===== config.mk =====
export PLATFORM = sky130hd
export DESIGN_NAME = apb_slave_sel_ctrl
export DESIGN_NICKNAME = d
export VERILOG_FILES = /design/src/rtl/apb_slave_sel_ctrl_pkg.sv /design/src/rtl/apb_wdt_counter.sv /design/src/rtl/apb_slave_sel_ctrl.sv
export SDC_FILE = /design/constraint.sdc
export NUM_CORES = 1
export LEC_CHECK = 0
export CORE_MARGIN = 4
export CORE_UTILIZATION = 28
export DETAILED_ROUTE_END_ITERATION = 8
export PLACE_DENSITY = 0.92
export REMOVE_ABC_BUFFERS = 1
export SYNTH_ARGS = -nofsm -noshare
export SYNTH_HDL_FRONTEND = slang
export SYNTH_SLANG_ARGS = --single-unit

===== constraint.sdc =====
create_clock -name hclk -period 4.94 [get_ports hclk]
set_input_delay 0.988 -clock hclk [delete_from_list [all_inputs] [get_ports hclk]]
set_output_delay 0.988 -clock hclk [all_outputs]
set_load 0.02 [all_outputs]

===== src/rtl/apb_slave_sel_ctrl_pkg.sv =====
// Shared bus widths and FSM encodings for the APB slave select controller.
`ifndef PADDR_WIDTH
`define PADDR_WIDTH 32
`endif
`ifndef APB_DATA_WIDTH
`define APB_DATA_WIDTH 32
`endif

package apb_slave_sel_ctrl_pkg;

  // Bus widths shared with the AHB-to-APB bridge.
  localparam int PADDR_W = `PADDR_WIDTH;
  localparam int APB_DW  = `APB_DATA_WIDTH;

  // Controller states: IDLE carries normal traffic, ABORT issues one forced
  // error beat, HOLD waits for the bridge to drop psel_en after an abort.
  typedef enum logic [1:0] {
    ST_IDLE  = 2'b00,
    ST_ABORT = 2'b01,
    ST_HOLD  = 2'b10
  } sel_state_e;

endpackage


===== src/rtl/apb_wdt_counter.sv =====
// Per-transfer watchdog: counts stalled access-phase cycles and flags the
// cycle in which the limit is reached while the slave is still not ready.
module apb_wdt_counter #(
  parameter int CNT_W       = 5,
  parameter int TIMEOUT_CYC = 16
) (
  input  logic hclk,
  input  logic hreset,
  input  logic inc,
  input  logic clr,
  output logic expire
);

  localparam logic [CNT_W-1:0] TERM_CNT = CNT_W'(TIMEOUT_CYC - 1);
  localparam bit               WDT_ON   = (TIMEOUT_CYC != 0);

  logic [CNT_W-1:0] cnt_reg;
  logic             at_term;

  assign at_term = (cnt_reg == TERM_CNT);
  // A zero limit disables the watchdog entirely; the counter then never moves.
  assign expire  = WDT_ON & at_term & inc;

  // Stall counter: restarts on every completed/abandoned transfer and on expiry.
  always_ff @(posedge hclk) begin
    if (hreset || !WDT_ON) begin
      cnt_reg <= '0;
    end else if (clr || expire) begin
      cnt_reg <= '0;
    end else if (inc) begin
      cnt_reg <= cnt_reg + CNT_W'(1);
    end
  end

endmodule


===== src/rtl/apb_slave_sel_ctrl.sv =====
// APB slave select controller: address decode to one-hot psel, response mux
// back to the bridge, watchdog abort of stalled slaves and a sticky abort flag.
module apb_slave_sel_ctrl
  import apb_slave_sel_ctrl_pkg::*;
#(
  parameter int NUM_SLAVES  = 4,
  parameter int SEL_LSB     = 12,
  parameter int SEL_BITS    = 2,
  parameter int TIMEOUT_CYC = 16,
  parameter int CNT_W       = 5
) (
  input  logic                         hclk,
  input  logic                         hreset,
  input  logic                         psel_en,
  input  logic                         penable,
  input  logic [PADDR_W-1:0]           paddr,
  output logic                         pready_x,
  output logic                         pslverr_x,
  output logic [APB_DW-1:0]            prdata_x,
  output logic [NUM_SLAVES-1:0]        psel,
  input  logic [NUM_SLAVES-1:0]        pready_s,
  input  logic [NUM_SLAVES-1:0]        pslverr_s,
  input  logic [NUM_SLAVES*APB_DW-1:0] prdata_s,
  output logic                         abort_sticky,
  input  logic                         abort_clr
);

  sel_state_e state_reg;
  logic       rst_gate_reg;
  logic       abort_sticky_reg;

  logic [SEL_BITS-1:0]   idx;
  logic                  hit;
  logic [NUM_SLAVES-1:0] slot_match;
  logic                  pready_sel;
  logic                  pslverr_sel;
  logic [APB_DW-1:0]     prdata_sel;

  logic live;
  logic in_idle;
  logic in_abort;
  logic access;
  logic miss_resp;
  logic wdt_inc;
  logic wdt_clr;
  logic wdt_expire;
  logic abort_set;
  logic unused_paddr;

  // Only the slot-index field of paddr matters here; the rest belongs to the slave.
  assign unused_paddr = ^paddr;

  assign idx = paddr[SEL_LSB +: SEL_BITS];
  assign hit = ({1'b0, idx} < (SEL_BITS + 1)'(NUM_SLAVES));

  // One decode line per populated slot.
  generate
    for (genvar gi = 0; gi < NUM_SLAVES; gi++) begin : g_slot
      assign slot_match[gi] = hit & (idx == SEL_BITS'(gi));
    end
  endgenerate

  assign pready_sel  = |(pready_s & slot_match);
  assign pslverr_sel = |(pslverr_s & slot_match);

  // Read-data mux as an AND-OR tree over the one-hot decode.
  always_comb begin
    prdata_sel = '0;
    for (int i = 0; i < NUM_SLAVES; i++) begin
      if (slot_match[i]) begin
        prdata_sel = prdata_sel | prdata_s[i*APB_DW +: APB_DW];
      end
    end
  end

  // Outputs stay quiet from the reset edge until the first edge after release,
  // so a transfer cut by reset never sees a select or a response.
  assign live      = ~rst_gate_reg;
  assign in_idle   = live & (state_reg == ST_IDLE);
  assign in_abort  = live & (state_reg == ST_ABORT);
  assign access    = in_idle & psel_en & penable;
  assign miss_resp = access & ~hit;

  assign psel = {NUM_SLAVES{in_idle & psel_en}} & slot_match;

  // Response to the bridge: forced error during ABORT or on a decode miss,
  // otherwise the selected slave's response during the access phase.
  always_comb begin
    pready_x  = 1'b0;
    pslverr_x = 1'b0;
    prdata_x  = '0;
    if (in_abort) begin
      pready_x  = 1'b1;
      pslverr_x = 1'b1;
    end else if (access) begin
      if (hit) begin
        pready_x  = pready_sel;
        pslverr_x = pslverr_sel;
        prdata_x  = prdata_sel;
      end else begin
        pready_x  = 1'b1;
        pslverr_x = 1'b1;
      end
    end
  end

  // A ready slave in the terminal cycle suppresses inc, so it wins over expiry.
  assign wdt_inc = access & hit & ~pready_sel;
  assign wdt_clr = ~psel_en | pready_x;

  apb_wdt_counter #(
    .CNT_W       (CNT_W),
    .TIMEOUT_CYC (TIMEOUT_CYC)
  ) u_wdt (
    .hclk   (hclk),
    .hreset (hreset),
    .inc    (wdt_inc),
    .clr    (wdt_clr),
    .expire (wdt_expire)
  );

  assign abort_set    = in_abort | miss_resp;
  assign abort_sticky = abort_sticky_reg;

  // Controller FSM, reset output gate and sticky abort flag (set beats clear).
  always_ff @(posedge hclk) begin
    if (hreset) begin
      state_reg        <= ST_IDLE;
      rst_gate_reg     <= 1'b1;
      abort_sticky_reg <= 1'b0;
    end else begin
      rst_gate_reg <= 1'b0;
      case (state_reg)
        ST_IDLE:  if (wdt_expire) state_reg <= ST_ABORT;
        ST_ABORT: state_reg <= ST_HOLD;
        ST_HOLD:  if (!psel_en) state_reg <= ST_IDLE;
        default:  state_reg <= ST_IDLE;
      endcase
      if (abort_set) begin
        abort_sticky_reg <= 1'b1;
      end else if (abort_clr) begin
        abort_sticky_reg <= 1'b0;
      end
    end
  end

endmodule


# Word level (Yosys, flattened, before mapping)

Index checks and enable logic that the tools add are counted.

Multipliers: 0
Eq/ne operators: 8
Divide/modulo/power cells: 0
Reductions and logical operators: 8
Multiplexer cells: 16
$lt $le $gt $ge: 0
Shift operators: 0
Bitwise gates (word level): 16
Add/subtract/negate cells: 1

Operator list:

| cell                                                 | number |
|---|---|
| 2-to-1 mux 32 bit                                    | 6 |
| bitwise OR 32 bit                                    | 3 |
| AND 4 bit                                            | 3 |
| OR reduction 4 bit                                   | 2 |
| 2-to-1 mux 1 bit                                     | 7 |
| AND 1 bit                                            | 6 |
| equality test 2 bit (second input constant)          | 3 |
| case mux 2 bit (3 select lines)                      | 1 |
| adder 5 x 1 -> 5 bit (second input constant)         | 1 |
| equality test 5 x 4 -> 1 bit (second input constant) | 1 |
| equality test 2 x 1 -> 1 bit (second input constant) | 2 |
| zero test 2 bit                                      | 2 |
| 2-to-1 mux 2 bit                                     | 2 |
| NOT 1 bit                                            | 3 |
| != test 2 x 1 -> 1 bit (second input constant)       | 1 |
| != test 2 bit (second input constant)                | 1 |
| AND reduction 2 bit                                  | 1 |
| nonzero test 2 bit                                   | 1 |
| OR reduction 2 bit                                   | 1 |
| logical OR 1 bit                                     | 1 |
| bitwise OR 1 bit                                     | 1 |

Word-level logic and storage cells: 53
Bits in latches: 0
Input port bits: 173
Register bits: 9
Output and inout bits: 39
Bits in read-only memories: 0
Memory bits (writable): 0
Memories kept: 0

# Depth between registers and ports, before layout

Gate-level depths: netlist of run 1.

Word-level depth: 10
Mapped depth: 7
Gate-level depth less buffers: 7

# Modules after synthesis

A second synthesis of run 1 with hierarchy kept.

Cells, all modules: 128
Area total of the unflattened synthesis: 1524.0 µm²

By module, submodules not included:

| module             | times used | cells each | sequential area each (µm²) | area each (µm²) |
|---|---|---|---|---|
| apb_slave_sel_ctrl | 1          | 104        | 80.1                       | 1280.0 |
| apb_wdt_counter    | 1          | 24         | 100.1                      | 244.0 |

# Worst setup path after synthesis of run 1

Ideal clock, no wire load.

Path kind: input-to-output
From: input psel_en
To: output psel[0]
Stages on the path: 4
Arrival: 2071 ps
Buffers on the path: 2
Data required time: 3952 ps
Slack: 1881 ps
Cells stage by stage: nor4b_2 clkbuf_2 buf_2 nor3b_1

Longest elaborated chain between the ends: 2

Ends and longest elaborated chain:

| element            | line                     | text |
|---|---|---|
| start: declaration | apb_slave_sel_ctrl.sv:14 | `input logic psel_en,` |
| AND 1 bit          | apb_slave_sel_ctrl.sv:84 | `assign psel = {NUM_SLAVES{in_idle & psel_en}} & slot_match;` |
| AND 4 bit          | apb_slave_sel_ctrl.sv:84 |  |
| end: declaration   | apb_slave_sel_ctrl.sv:20 | `output logic [NUM_SLAVES-1:0] psel,` |

Every way passes these cells.

# Worst setup path after layout of run 1

From: input psel_en
To: output pslverr_x

Longest elaborated chain between the ends: 4

Ends and longest elaborated chain:

| element                | line                     | text |
|---|---|---|
| AND 1 bit (2 in a row) | apb_slave_sel_ctrl.sv:81 | `assign access = in_idle & psel_en & penable;` |
| 2-to-1 mux 1 bit       | apb_slave_sel_ctrl.sv:95 | `end else if (access) begin` |
| 2-to-1 mux 1 bit       | apb_slave_sel_ctrl.sv:92 | `if (in_abort) begin` |
| end: declaration       | apb_slave_sel_ctrl.sv:18 | `output logic pslverr_x,` |

Every way passes these cells.

==> flow_summary.rst, run 1 <==
.. list-table::
   :header-rows: 1

   * - Metric
     - Value
   * - GRT Resource Usage Total
     - 21.3%
   * - Number of max-slew violations in the final report
     - 0
   * - Crit path max-delay family
     - buffers and inverters
   * - Top cell type's share of synthesized area
     - 46.5%
   * - Synth area leaders
     - mux4_2 47%, and3_1 14%, dfxtp_1 11%, buf_12 3.8%, nand2_1 2.6%
   * - Clock latency at the later pin of the worst-skew pair
     - 0.24 ns
   * - Critical path start-end classification
     - in2out
   * - Number of buffers and inverters on the critical path
     - 3
   * - Dpl hpwl
     - 6.35 mm
   * - Top-level I/O count
     - 212
   * - Global-route wire length before repair
     - 12.0 mm
   * - Unrepaired setup endpoints after global routing
     - false
   * - End point of the worst hold path
     - u_wdt.cnt_reg[4]$_SDFFE_PP0N_
   * - Vias in the first global route
     - 2370
   * - Resize count post-CTS
     - 0
   * - Data arrival time of the worst path
     - 3.23 ns
   * - Maximum net fanout on the critical path
     - 18
   * - Switching part of the total
     - 25.9%
   * - Relative area change from synthesis to final layout
     - 116%
   * - LEAKAGE
     - 1.33 nW
   * - Clock sink total
     - 9
   * - Post-detailed-route count of antenna-violating nets
     - 0
   * - Overflow after GRT
     - 0
   * - Setup violations, final
     - 0
   * - Final critical delay including setup and external delays
     - 4.22 ns
   * - Launching point of the worst reg2reg path
     - u_wdt.cnt_reg[0]$_SDFFE_PP0N_
   * - Wire per inst
     - 19.3 µm
   * - CTS H-tree lvls
     - 1
   * - Endpoint of the most critical register-to-register path
     - u_wdt.cnt_reg[2]$_SDFFE_PP0N_
   * - Overall power of the completed layout
     - 401 µW
   * - Max clock buf depth
     - 2
   * - Hold path startpoint
     - u_wdt.cnt_reg[4]$_SDFFE_PP0N_
   * - RD Place Congestion
     - 0.812
   * - Fmax achieved
     - 237 MHz
   * - Total of max-cap violations
     - 0
   * - Final wirelength
     - 7.52 mm
   * - Part of the power in combinational logic
     - 59.7%
   * - Part of the Yosys area used for sequential elements
     - 11.3%
   * - TritonCTS clock tree
     - built
   * - Clk Tree Root Cell
     - clkbuf_8
   * - Setup crit start kind
     - input port
   * - Post-route DRC violation count
     - 0
   * - Peak VDD IR
     - 71.3 µV
   * - Cell with the largest stage delay on the worst path
     - clkdlybuf4s50_1
   * - Number of stages on the worst hold path
     - 2
   * - Minimum setup slack among reg-to-reg paths
     - 3.15 ns
   * - Core Footprint
     - 5510 µm²
   * - CTS clk-pin slew, worst paths
     - 0.05 ns
   * - Die Outline Area
     - 6980 µm²
   * - Total negative slack
     - 0 ns
   * - Synth cell types
     - 30
   * - Pwr/cell area
     - 116 nW/µm²
   * - Starting DRC count in detailed routing
     - 63
   * - Post-placement cell area
     - 3410 µm²
   * - Worst endpoint required time
     - 3.95 ns
   * - Cell area after layout
     - 3450 µm²
   * - R2R cell count
     - 7
   * - Number of flip-flops under the largest register name
     - 5
   * - Number of buffers inserted during clock tree synthesis
     - 3
   * - Floorplan die height
     - 83.5 µm
   * - Die Wd
     - 83.5 µm
   * - Row count
     - 27
   * - Number of antenna violations at the first check in global routing
     - 0
   * - Sequence of cells on the critical path
     - clkdlybuf4s50_1 -> nor4b_4 -> buf_4 -> and2_1 -> nand2_1 -> nand2_1 -> clkdlybuf4s50_1
   * - Antenna cells
     - 0
   * - PortBufs
     - 181
   * - Number of nets at the end of the flow
     - 493
   * - Flop pwr share
     - 18.4%
   * - Cell Int Power
     - 297 µW
   * - Flip-flop and latch count after synthesis
     - 9
   * - Total number of yosys warnings
     - 0
   * - Largest area contributor in the synthesized netlist
     - mux4_2
   * - Worst Skew
     - 0.00122 ns
   * - Synth Instances
     - 142
   * - Clk pwr share
     - 21.9%
   * - Least-Margin Pin Slew
     - 0.684 ns
   * - Crit. End Element
     - output port
   * - Via count
     - 2035
   * - Max incr delay on CP
     - 0.64 ns
   * - Crit share post-route
     - 85.3%
   * - Avg Vias per Cell
     - 5.23
   * - First-pass iteration count of the detailed router
     - 5
   * - Worst hold path class
     - reg2reg
   * - Cell area after synthesis
     - 1600 µm²
   * - Final Hold Vio Count
     - 0
   * - Outcome
     - completed
   * - Share of final-layout standard cells stronger than drive strength 1
     - 15.5%
   * - Net load switching power
     - 104 µW
   * - Post-CTS repair timing setup buffer count
     - 0
   * - Maximum number of pins on one net before global-route repair
     - 35
   * - Total of hold buffers inserted after clock tree synthesis
     - 0
   * - Syn Area/Cell
     - 11.3 µm²
   * - Worst slew margin
     - 54.4%
   * - Initial cell density of the core
     - 29.0%
==> cells in the final DEF (no fill, tap or decap), drive strengths merged <==
cell type and n:
clkdlybuf4s50 179, and3 35, mux4 33, nand2 11
dfxtp 9, buf 9, nand3b 5, a21oi 5
nand3 4, clkbuf 4, nor2 3, o21ai 2
nand2b 2, a31oi 2, ha 2, nor4b 2
or2 2, inv 1, nor3b 1, mux2 1
mux2i 1, and2 1, and2b 1, o2bb2ai 1
nand4b 1
==> worst max-delay path by stage <==
| stage | from | end | cells after the start |
|---|---|---|---|
| floorplan | psel_en | pready_x | 3 |
| global placement | psel_en | pslverr_x | 7 |
| detailed placement | psel_en | pslverr_x | 7 |
| CTS | psel_en | pslverr_x | 7 |
| global route | psel_en | pslverr_x | 7 |
| finish | psel_en | pslverr_x | 7 |
==> cell type report <==
class / instances / area, µm²
Clock buffer: 4 / 45.0
Fill cell: 452 / 2050
Inverter: 1 / 3.75
Multi-Input combinational cell: 115 / 1280
Sequential cell: 9 / 180
Tap cell: 72 / 90.1
Timing Repair Buffer: 188 / 1850
==> Yosys cell counts, drive strengths merged <==
| cell type | n |
|---|---|
| and3 | 35 |
| nor3b | 1 |
| mux2 | 1 |
| or2 | 2 |
| inv | 1 |
| clkbuf | 4 |
| o21ai | 2 |
| mux4 | 33 |
| nor4b | 2 |
| nand4b | 1 |
| nor2 | 3 |
| and2 | 1 |
| and2b | 1 |
| nand2b | 2 |
| dfxtp | 9 |
| nand3 | 4 |
| nand3b | 5 |
| mux2i | 1 |
| nand2 | 11 |
| ha | 2 |
| buf | 13 |
| o2bb2ai | 1 |
| a21oi | 5 |
| a31oi | 2 |
==> stage by stage <==
| step | instances | worst slack [ns] | hold WS (ns) | utilization (%) |
|---|---|---|---|---|
| global route | 389 | 0.630 | 0.500 | 62.7 |
| finish | 389 | 0.725 | 0.464 | 62.7 |
| detailed placement | 385 | 0.774 | 0.460 | 61.9 |
| global placement | 385 | 0.797 | 0.444 | 61.9 |
| CTS | 389 | 0.740 | 0.467 | 62.7 |
| floorplan | 125 | 1.01 | 0.436 | - |
==> logic make-up after synthesis <==
logic type / share of synthesized area, %
and+or+nand+nor: 25.5
muxes: 47.8
DFF: 11.3
buffers and inverters: 9.08
AOI/OAI and AO/OA: 4.70
adders and majority gates: 1.57
==> worst min-delay path, cell delays in order (launching register included) <==
cell and delay [ns]:
dfxtp_1 0.31, nand2_1 0.05, a21oi_1 0.05
==> metal layers <==
layer	up-vias	track usage [%]	routed length (µm)
li1	926	-	-
met1	959	22.4	2680
met2	136	39.8	3830
met3	14	8.09	891
met4	0	5.26	128
met5	-	0	0
==> power groups by stage <==
| stage | combinational, mW | clock (mW) | sequential, mW |
|---|---|---|---|
| after floorplan | 0.0781 | 0 | 0.0750 |
| after global placement | 0.234 | 0 | 0.0752 |
| after detailed placement | 0.241 | 0 | 0.0753 |
| after CTS | 0.242 | 0.0900 | 0.0739 |
| after global routing | 0.255 | 0.0932 | 0.0739 |
| final | 0.239 | 0.0877 | 0.0739 |
Note: power is estimated with default switching activity, not from simulation.
==> run 2, diff against run 1 <==
- GPL_ROUTABILITY_DRIVEN: not set -> 0
==> results of run 2 <==
No change in the layout: final DEF, timing and power equal those of run 1.
==> RTL change, RTL diff (flow settings as in run 1) <==
`CNT_W` is set to 5 in 2 places; all go to 10.
--- a/src/rtl/apb_wdt_counter.sv
+++ b/src/rtl/apb_wdt_counter.sv
@@ -3,3 +3,3 @@
 module apb_wdt_counter #(
-  parameter int CNT_W       = 5,
+  parameter int CNT_W       = 10,
   parameter int TIMEOUT_CYC = 16
--- a/src/rtl/apb_slave_sel_ctrl.sv
+++ b/src/rtl/apb_slave_sel_ctrl.sv
@@ -9,3 +9,3 @@
   parameter int TIMEOUT_CYC = 16,
-  parameter int CNT_W       = 5
+  parameter int CNT_W       = 10
 ) (
Function: same outputs for any inputs over 10 cycles, from zero or initial values and one cycle with hreset high; that may be too few to reach the edited logic, so the function may still have changed.
==> RTL change against run 1 <==
Setup slack improved by 120 ps. Clock power increased by 5.7%. Routed wire length up 9.5%. Count of clock-buffer cells in the layout fell by 1. Clock skew rose by 0.51 ps. Cell area increased by 5.8%. Area after synthesis increased by 8.7%. Power grew 12%. Sequential power increased by 54%. Register-to-register slack got worse by 340 ps. Sequential cell count is 5 higher. Sequential share of layout area rose by 2.5 points. Largest power group unchanged. Highest routed layer unchanged.
==> RTL change: results (changes against run 1) <==
.. list-table::
   :header-rows: 1

   * - Metric
     - Value
   * - Layout cell share with drive strength beyond 1
     - 15.0% (-0.49 points)
   * - Last element of the critical path
     - prdata_x[8]
   * - Most used standard cells in the synthesized netlist
     - sky130_fd_sc_hd__and3_1 (34), sky130_fd_sc_hd__mux4_2 (34), sky130_fd_sc_hd__dfxtp_1 (14), sky130_fd_sc_hd__clkbuf_1 (9)
   * - Synth top area cells
     - sky130_fd_sc_hd__mux4_2 (44%), sky130_fd_sc_hd__dfxtp_1 (16%), sky130_fd_sc_hd__and3_1 (12%)
   * - Drt first-iter violations
     - 85 (+35%)
   * - Largest clock skew in the final design
     - 1.73 ps (+0.510 ps)
   * - Grt met3 use
     - 4.85% (-3.2 points)
   * - Syn Std Cell Area
     - 0.00174 sq mm (+8.7%)
   * - Via count
     - 2223 (+9.2%)
   * - Destination of the worst hold path
     - abort_sticky
   * - TritonRoute pass-1 iters
     - 4 (-1)
   * - Run status
     - complete, no violations
   * - Worst setup slack before clock tree synthesis
     - 902 ps (+128 ps)
   * - Syn Area/Cell
     - 10.8 sq um (-4.1%)
   * - Placed Instance Area
     - 0.00361 sq mm (+6.0%)
   * - Worst R2R Path Depth
     - 4 (-3)
   * - Sequential area share after synthesis
     - 16.1% (+4.9 points)
   * - DR WL met2
     - 4.23 mm (+11%)
   * - Stage delay of the slowest cell on the critical path
     - 1060 ps (+420 ps)
   * - Signal buf overhead
     - 50.5% (-3.2 points)
   * - Largest fanout of any net on the critical path
     - 26 (+8)
   * - Pin count of the biggest net entering global routing
     - 39 (+11%)
   * - R2r setup slk
     - 2810 ps (-340 ps)
   * - Total global routing track utilization
     - 20.7% (-0.65 points)
   * - Sequential Area
     - 280 sq um (+56%)
   * - Placer congestion estimate
     - 0.802 (-1.2%)
   * - Arrival time worst endpoint
     - 3100 ps (-130 ps)
   * - Final-stage net count
     - 510 (+3.4%)
   * - Vias in the first global route
     - 2411 (+1.7%)
   * - Met3 WL post-DR
     - 797 um (-11%)
-- RTL change: changes by cell type after synthesis, moves of 3 or more --
cell | before | now
sky130_fd_sc_hd__buf_12 | 3 | 0
sky130_fd_sc_hd__nand3b_1 | 5 | 2
sky130_fd_sc_hd__clkbuf_1 | 3 | 9
sky130_fd_sc_hd__dfxtp_1 | 9 | 14
sky130_fd_sc_hd__nand2_1 | 11 | 4
sky130_fd_sc_hd__buf_2 | 7 | 3
sky130_fd_sc_hd__or3_1 | 0 | 3
sky130_fd_sc_hd__nor4_1 | 0 | 4
sky130_fd_sc_hd__nor2_1 | 3 | 7
sky130_fd_sc_hd__xnor2_1 | 0 | 4
-- RTL change: report_power, final --
group          switching [W]  internal, W   total, W
Sequential       0.000000618     0.000114   0.000114
Combinational      0.0000743     0.000167   0.000241
Clock              0.0000387    0.0000540  0.0000927
Total               0.000114     0.000334   0.000448
